$ cat config.mk
export PLATFORM = sky130hd
export DESIGN_NAME = spike_rate_decoder
export DESIGN_NICKNAME = d
export VERILOG_FILES = /design/src/rtl/spike_rate_decoder.sv
export SDC_FILE = /design/constraint.sdc
export NUM_CORES = 1
export LEC_CHECK = 0
export BUFFER_PORTS_ARGS = -buffer_cell sky130_fd_sc_hd__buf_2
export CAP_MARGIN = 30
export CORE_MARGIN = 10
export CORE_UTILIZATION = 51
export CTS_CLUSTER_SIZE = 8
export DETAILED_ROUTE_END_ITERATION = 6
export PLACE_DENSITY_LB_ADDON = 0.2
export SYNTH_ARGS = -nofsm -noshare
export SYNTH_HDL_FRONTEND = slang
export SYNTH_SLANG_ARGS = --single-unit
$ cat constraint.sdc
create_clock -name clk -period 1.6 [get_ports clk]
set_clock_uncertainty 0.1 [all_clocks]
set_input_delay 0.08 -clock clk [delete_from_list [all_inputs] [get_ports clk]]
set_output_delay 0.08 -clock clk [all_outputs]
set_load 0.02 [all_outputs]
$ cat src/rtl/spike_rate_decoder.sv
// Spike-train receiver: counts rising-edge spike events per fixed window (rate)
// and measures inter-spike interval; rate leaves over a valid/ready handshake.
module spike_rate_decoder #(
  parameter int WINDOW_LEN = 256,
  parameter int CNT_W      = 8,
  parameter int ISI_W      = 8
) (
  input  logic             clk,
  input  logic             rst_n,
  input  logic             ena,
  input  logic             spike_in,
  input  logic             out_ready,
  output logic [CNT_W-1:0] rate_out,
  output logic             out_valid,
  output logic             overrun,
  output logic [ISI_W-1:0] isi_out,
  output logic             isi_valid
);

  localparam int WIN_W = (WINDOW_LEN > 2) ? $clog2(WINDOW_LEN) : 1;
  localparam logic [WIN_W-1:0] WIN_LAST = WIN_W'(WINDOW_LEN - 1);

  typedef enum logic {IDLE, COUNT} state_t;

  state_t           state, state_nxt;
  logic             active;
  logic             spike_prev;
  logic             spike_evt;
  logic [WIN_W-1:0] win_cnt;
  logic [CNT_W-1:0] spike_cnt;
  logic [CNT_W-1:0] result;
  logic [ISI_W-1:0] isi_cnt;
  logic [ISI_W-1:0] isi_next;
  logic             isi_seen;
  logic             win_last;
  logic             accept;
  logic             publish;
  logic             drop;

  function automatic logic [CNT_W-1:0] sat_cnt_inc(input logic [CNT_W-1:0] v,
                                                   input logic inc);
    if (inc && (v != {CNT_W{1'b1}}))
      return v + CNT_W'(1);
    return v;
  endfunction

  function automatic logic [ISI_W-1:0] sat_isi_inc(input logic [ISI_W-1:0] v);
    if (v != {ISI_W{1'b1}})
      return v + ISI_W'(1);
    return v;
  endfunction

  always_ff @(posedge clk or negedge rst_n) begin
    if (!rst_n) state <= IDLE;
    else        state <= state_nxt;
  end

  // The edge that samples ena=1 in IDLE is already window cycle 0, so
  // counting is active on that edge as well as throughout COUNT.
  always_comb begin
    state_nxt = state;
    active    = 1'b0;
    case (state)
      IDLE: begin
        if (ena) begin
          state_nxt = COUNT;
          active    = 1'b1;
        end
      end
      COUNT: begin
        if (ena) active    = 1'b1;
        else     state_nxt = IDLE;
      end
      default: state_nxt = IDLE;
    endcase
  end

  assign spike_evt = spike_in & ~spike_prev;
  assign win_last  = (win_cnt == WIN_LAST);
  assign result    = sat_cnt_inc(spike_cnt, spike_evt);
  assign isi_next  = sat_isi_inc(isi_cnt);
  assign accept    = out_valid & out_ready;
  assign publish   = active & win_last & (~out_valid | out_ready);
  assign drop      = active & win_last & out_valid & ~out_ready;

  always_ff @(posedge clk or negedge rst_n) begin
    if (!rst_n) begin
      spike_prev <= 1'b0;
      win_cnt    <= '0;
      spike_cnt  <= '0;
      isi_cnt    <= '0;
      isi_seen   <= 1'b0;
      isi_out    <= '0;
      isi_valid  <= 1'b0;
      rate_out   <= '0;
      out_valid  <= 1'b0;
      overrun    <= 1'b0;
    end else begin
      spike_prev <= spike_in;

      if (active) begin
        if (win_last) begin
          win_cnt   <= '0;
          spike_cnt <= '0;
        end else begin
          win_cnt   <= win_cnt + WIN_W'(1);
          spike_cnt <= result;
        end
        // The interval counter ignores window boundaries.
        if (spike_evt) begin
          isi_cnt  <= '0;
          isi_seen <= 1'b1;
        end else begin
          isi_cnt  <= isi_next;
        end
        isi_valid <= spike_evt & isi_seen;
        if (spike_evt && isi_seen)
          isi_out <= isi_next;
      end else begin
        win_cnt   <= '0;
        spike_cnt <= '0;
        isi_cnt   <= '0;
        isi_seen  <= 1'b0;
        isi_valid <= 1'b0;
      end

      // A publish coinciding with an accept replaces the value and keeps valid high.
      if (publish) begin
        rate_out  <= result;
        out_valid <= 1'b1;
      end else if (accept) begin
        out_valid <= 1'b0;
      end

      if (drop)        overrun <= 1'b1;
      else if (accept) overrun <= 1'b0;
    end
  end

endmodule
### Yosys cells after proc, flatten, opt, wreduce, memory -nomap -nowiden

Cells that the tools add are included.

* latch bits: 0
* output and inout bits: 19
* memories: 0
* bits in registers: 45
* word-level logic and storage cells: 52
* bits in writable memories: 0
* ROM bits: 0

* shift operators: 0
* add/subtract/negate cells: 3
* multiplexer cells: 19
* multiply operators: 0
* $lt $le $gt $ge: 0
* reduce and logical (&&, ||, !) cells: 5
* div/mod/pow operators: 0
* bitwise operators: 11
* equality and inequality tests: 4

Operators with widths (number)
* $mux 8: 10
* $add 8x1->8 const B: 3
* $ne 8x8->1 const B: 2
* $mux 1: 9
* $eq 8x8->1 const B: 1
* $and 1x1->1: 7
* $reduce_bool 2->1: 2
* $not 1->1: 3
* $logic_and 1x1->1: 2
* $ne 2x1->1 const B: 1
* $reduce_and 2->1: 1
* $or 1x1->1: 1

### Longest topological paths before layout

* depth in word-level cells: 7
* mapped depth: 6

### Worst setup path before layout

Ideal clock, no wire load.

* path kind: register -> register
* start point: register win_cnt[0]
* end point: register rate_out[3]
* data arrival time: 1.419 ns
* path buffers: 1
* path slack: -0.044 ns
* cell stages (with the launch flop): 6
* required time: 1.375 ns
* setup time: 0.125 ns
* clock period less this slack: 1.644 ns
* cells stage by stage: dfrtp_1 ha_1 nand4_1 nor3_2 buf_6 mux2_4

* cells in the longest elaborated chain, start to end: 3

Ends and longest elaborated chain
* start: declaration: RTL line 29 `logic [WIN_W-1:0] win_cnt;`
* start signal: assignment: RTL line 106 `win_cnt <= win_cnt + WIN_W'(1);`
* $eq 8x8->1: RTL line 79 `assign win_last = (win_cnt == WIN_LAST);`
* $and 1x1->1 (2 in series): RTL line 83 `assign publish = active & win_last & (~out_valid | out_ready);`
* end signal: assignment: RTL line 129 `rate_out <= result;`
* end: declaration: RTL line 13 `output logic [CNT_W-1:0] rate_out,`

Every way passes these cells.
A chain may end at the register's enable or synchronous reset.

### Final worst setup path

* start point: register spike_cnt[0]
* end point: register rate_out[5]

* cells in the longest elaborated chain, start to end: 4

Ends and longest elaborated chain
* start: declaration: RTL line 30 `logic [CNT_W-1:0] spike_cnt;`
* start signal: assignment: RTL line 107 `spike_cnt <= result;`
* parallel branches: the longest is 3 deep, another holds $add 8x1->8
* $mux 8 (*): RTL line 44 `return v;`

Mark *: on every way between the ends. The select of a mux whose other input is x is not followed.

==> metrics.md <==
| Metric | Value |
|---|---|
| End point of the critical path | `rate_out[5]` |
| Leakage dissipation | `approximately 0.0012 uW` |
| H-tree levels | `2` |
| Starting Density | `a little over half` |
| Cells after Synth | `around 190` |
| Nets | `about 250` |
| I/O Pins | `24` |
| Worst Setup Start Kind | `flop` |
| Worst-case reg-to-reg path depth | `5` |
| Grt total ovfl | `0` |
| Root buf cell | `clkbuf_8` |
| Post-route ant nets | `0` |
| Synthesized area | `slightly above 2000 um2` |
| Failing checks | `setup timing` |
| Simple-Gate Fraction of Synth Area | `between 15 and 20%` |
| CP Max Fanout | `5` |
| CP endpoint kind | `flop` |
| Slew @ Worst Pin | `approximately 560 ps` |
| Async SR Flop Fraction | `100%` |
| Post-Syn Nets | `about 200` |
| Via count | `1588` |
| Reg2Reg Capture Point | `rate_out[5]` |
| Top cell type's share of synthesized area | `around 55%` |
| HP Class | `primary input to flop` |
| Input/output buffers | `23` |
| DRC Markers | `0` |
| First-pass GRT wire length | `roughly 7600 um` |
| Min Hold Slack | `30.5 ps` |
| Synth top cells by count | `dfrtp_1 (45), nor2_1 (26), nand2_1 (18)` |
| CTS max path bufs | `2` |
| Die height | `between 80 and 90 um` |
| F_max | `0.623 GHz` |
| Core area | `roughly 3800 um2` |
| Critical Path AT | `~1700 ps` |
| GRT Overall Usage | `between 10% and 20%` |
| Fin crit period | `roughly 1600 ps` |
| Sequential-to-total area share from yosys stat | `55.1%` |
| Synth area leaders | `dfrtp_1 (55%), nor2_1 (4.8%), mux2i_1 (3.9%)` |
| Routed WL per cell | `around 16 um` |
| Max cap viols | `0` |
| Fin cells | `between 200 and 300` |
| TritonCTS clock tree | `done` |
| Largest net degree at the start of global routing | `46` |
| Final-report hold violation count | `0` |
| Setup crit start | `spike_cnt[0]` |
| Top FF cell, synth | `dfrtp_1` |
| Max-slew violations | `0` |
| Initial DRC Count | `83` |
| Status | `finished with violations` |
| Clk_lat worst skew | `approximately 300 ps` |
| Slew HR | `between 60% and 70%` |
| R2R Path Start | `spike_cnt[0]` |
| Final setup margin | `-4.60 ps` |
| Warnings from Yosys | `0` |
| Crit Path Class | `flop to flop` |
| Syn avg cell area | `10.7 um2` |
| Area added between synthesis and finish | `29.3%` |
| Most numerous cell in the Yosys netlist | `dfrtp_1` |
| Placed cells | `about 280` |
| Placer Congestion | `about 0.84` |
| Flop-to-flop setup slack | `-5 ps` |
| Setup Viol. Count Final | `2` |
| ANT cells | `0` |
| Number of global-route vias before repair | `~1700` |
| First-pass DRT Iterations | `4` |
| DPL Wire Length | `roughly 3100 um` |
| CTS Buf Count | `5` |
| Worst VDD drop | `between 0.5 and 0.6 mV` |
| Worst path required time | `around 1700 ps` |
| Largest family of logic cells by synthesized area | `simple AND/OR/NAND/NOR gates` |
| Synth Area in XOR/XNOR | `4.72%` |
| Clock Pin Slew Worst Setup and Hold Paths | `roughly 80 ps` |
| Num Clock Sinks | `45` |
| Synth cell types | `44` |
| Top cell type by total area after synthesis | `dfrtp_1` |
| Fin crit share | `100%` |
| Post-synthesis mux area share | `5.76%` |
| EDFF count, synth | `0` |
| Die W | `between 80 and 90 um` |
| RSZ-0062 raised after global routing | `yes` |
| Initial antenna violation count | `0` |
| Power per cell area | `847 nW/um2` |
| Share of layout cells above drive strength 1 | `35.2%` |
| Post-synthesis sequential element count | `45` |
| Die ar. | `slightly below 7000 um2` |
| Vias per cell | `about 5.4` |
| Post-synthesis compound-gate area fraction | `under 10%` |
| Site Rows | `22` |
| Util after Layout | `a little over two thirds` |
| Adder-cell share of the synthesized area | `around 1.8%` |
| Routed WL | `between 4000 and 5000 um` |
-- cell type report --
| cell class | count | area, um2 |
|---|---|---|
| clock buffer | 5 | 68.8 |
| clock inverter | 2 | 35.0 |
| fill | 295 | 1130 |
| inverter | 10 | 37.5 |
| multi-input combinational | 133 | 977 |
| sequential | 45 | 1130 |
| tap | 48 | 60.1 |
| timing repair buffer | 49 | 335 |
-- cell families after synthesis --
family	Yosys count
DFF	45
and+or+nand+nor	79
buffers and inverters	13
xor gates and xnor gates	11
adders and majority gates	3
AOI/OAI and AO/OA	29
muxes	11
-- worst min-delay path by stage --
| stage | from | to | slack (ps) | cells after the start |
|---|---|---|---|---|
| after floorplan | rst_n | isi_cnt[0] | -320 | 0 |
| after global placement | rst_n | isi_valid | 80 | 2 |
| after detailed placement | rst_n | isi_cnt[5] | 100 | 2 |
| after CTS | ena | win_cnt[2] | 20 | 2 |
| after global routing | ena | win_cnt[4] | 20 | 2 |
| final | ena | win_cnt[2] | 30 | 2 |
-- cells in the final DEF (no fill, tap or decap), types with 3 or more instances in the layout --
master and instances:
dfrtp_1 45, nor2_1 23, buf_2 23, nand2_1 18, buf_4 18, inv_1 10, nand3_1 9, xnor2_1 5
mux2i_1 5, a21oi_1 5, clkbuf_8 5, and2_1 4, o21ai_0 4, o21ai_1 4, dlygate4sd3_1 4, buf_6 4
nor2b_1 3, mux2i_2 3, xor2_2 3, nor2_2 3, nand4_1 3, a21oi_2 3
-- critical path, stage by stage, from the launching register on --
cell	delay [ps]
dfrtp_1	400
ha_2	200
and2_4	190
a2111oi_4	360
xnor2_2	180
a21oi_2	70
-- what timing repair did --
| item | 4_1_cts | 5_1_grt |
|---|---|---|
| hold buffers | 4 | 0 |
| endpoints found under the setup margin | 4 | 31 |
| resized for setup | 4 | 32 |
| gates cloned | 0 | 1 |
| endpoints found under the hold margin | 49 | 0 |
| pin swaps | 0 | 6 |
| setup buffers | 0 | 3 |
-- power by group --
group          internal (uW)  switching, uW  leakage (uW)
Clock                    454            372     0.0000540
Combinational           87.6            125      0.000541
Sequential              1170           25.4      0.000600
-- stage by stage --
stage / setup slack [ps] / power (uW) / instance area [um2] / TNS, ps
floorplan: 25.8 / 1300 / 2040 / 0
global placement: 54.6 / 1390 / 2330 / 0
detailed placement: -60.1 / 1390 / 2330 / -79.3
CTS: 0.145 / 2220 / 2490 / 0
global route: -68.3 / 2340 / 2640 / -521
finish: -4.60 / 2240 / 2640 / -6.70
-- state kept, by name, indices dropped and copies added, names as in the netlist --
register and count:
spike_prev 1, spike_cnt 8, isi_valid 1, overrun 1, win_cnt 8, rate_out 8, isi_out 8, isi_seen 1
out_valid 1, isi_cnt 8
-- routing by layer --
metal | global-route usage, % | part of all wire [%]
met4 | 4.92 | 1.5
met1 | 14.2 | 40
met5 | 0 | 0
met2 | 22.8 | 53
met3 | 5.18 | 5.6
Power figures use the tool's default switching activity.
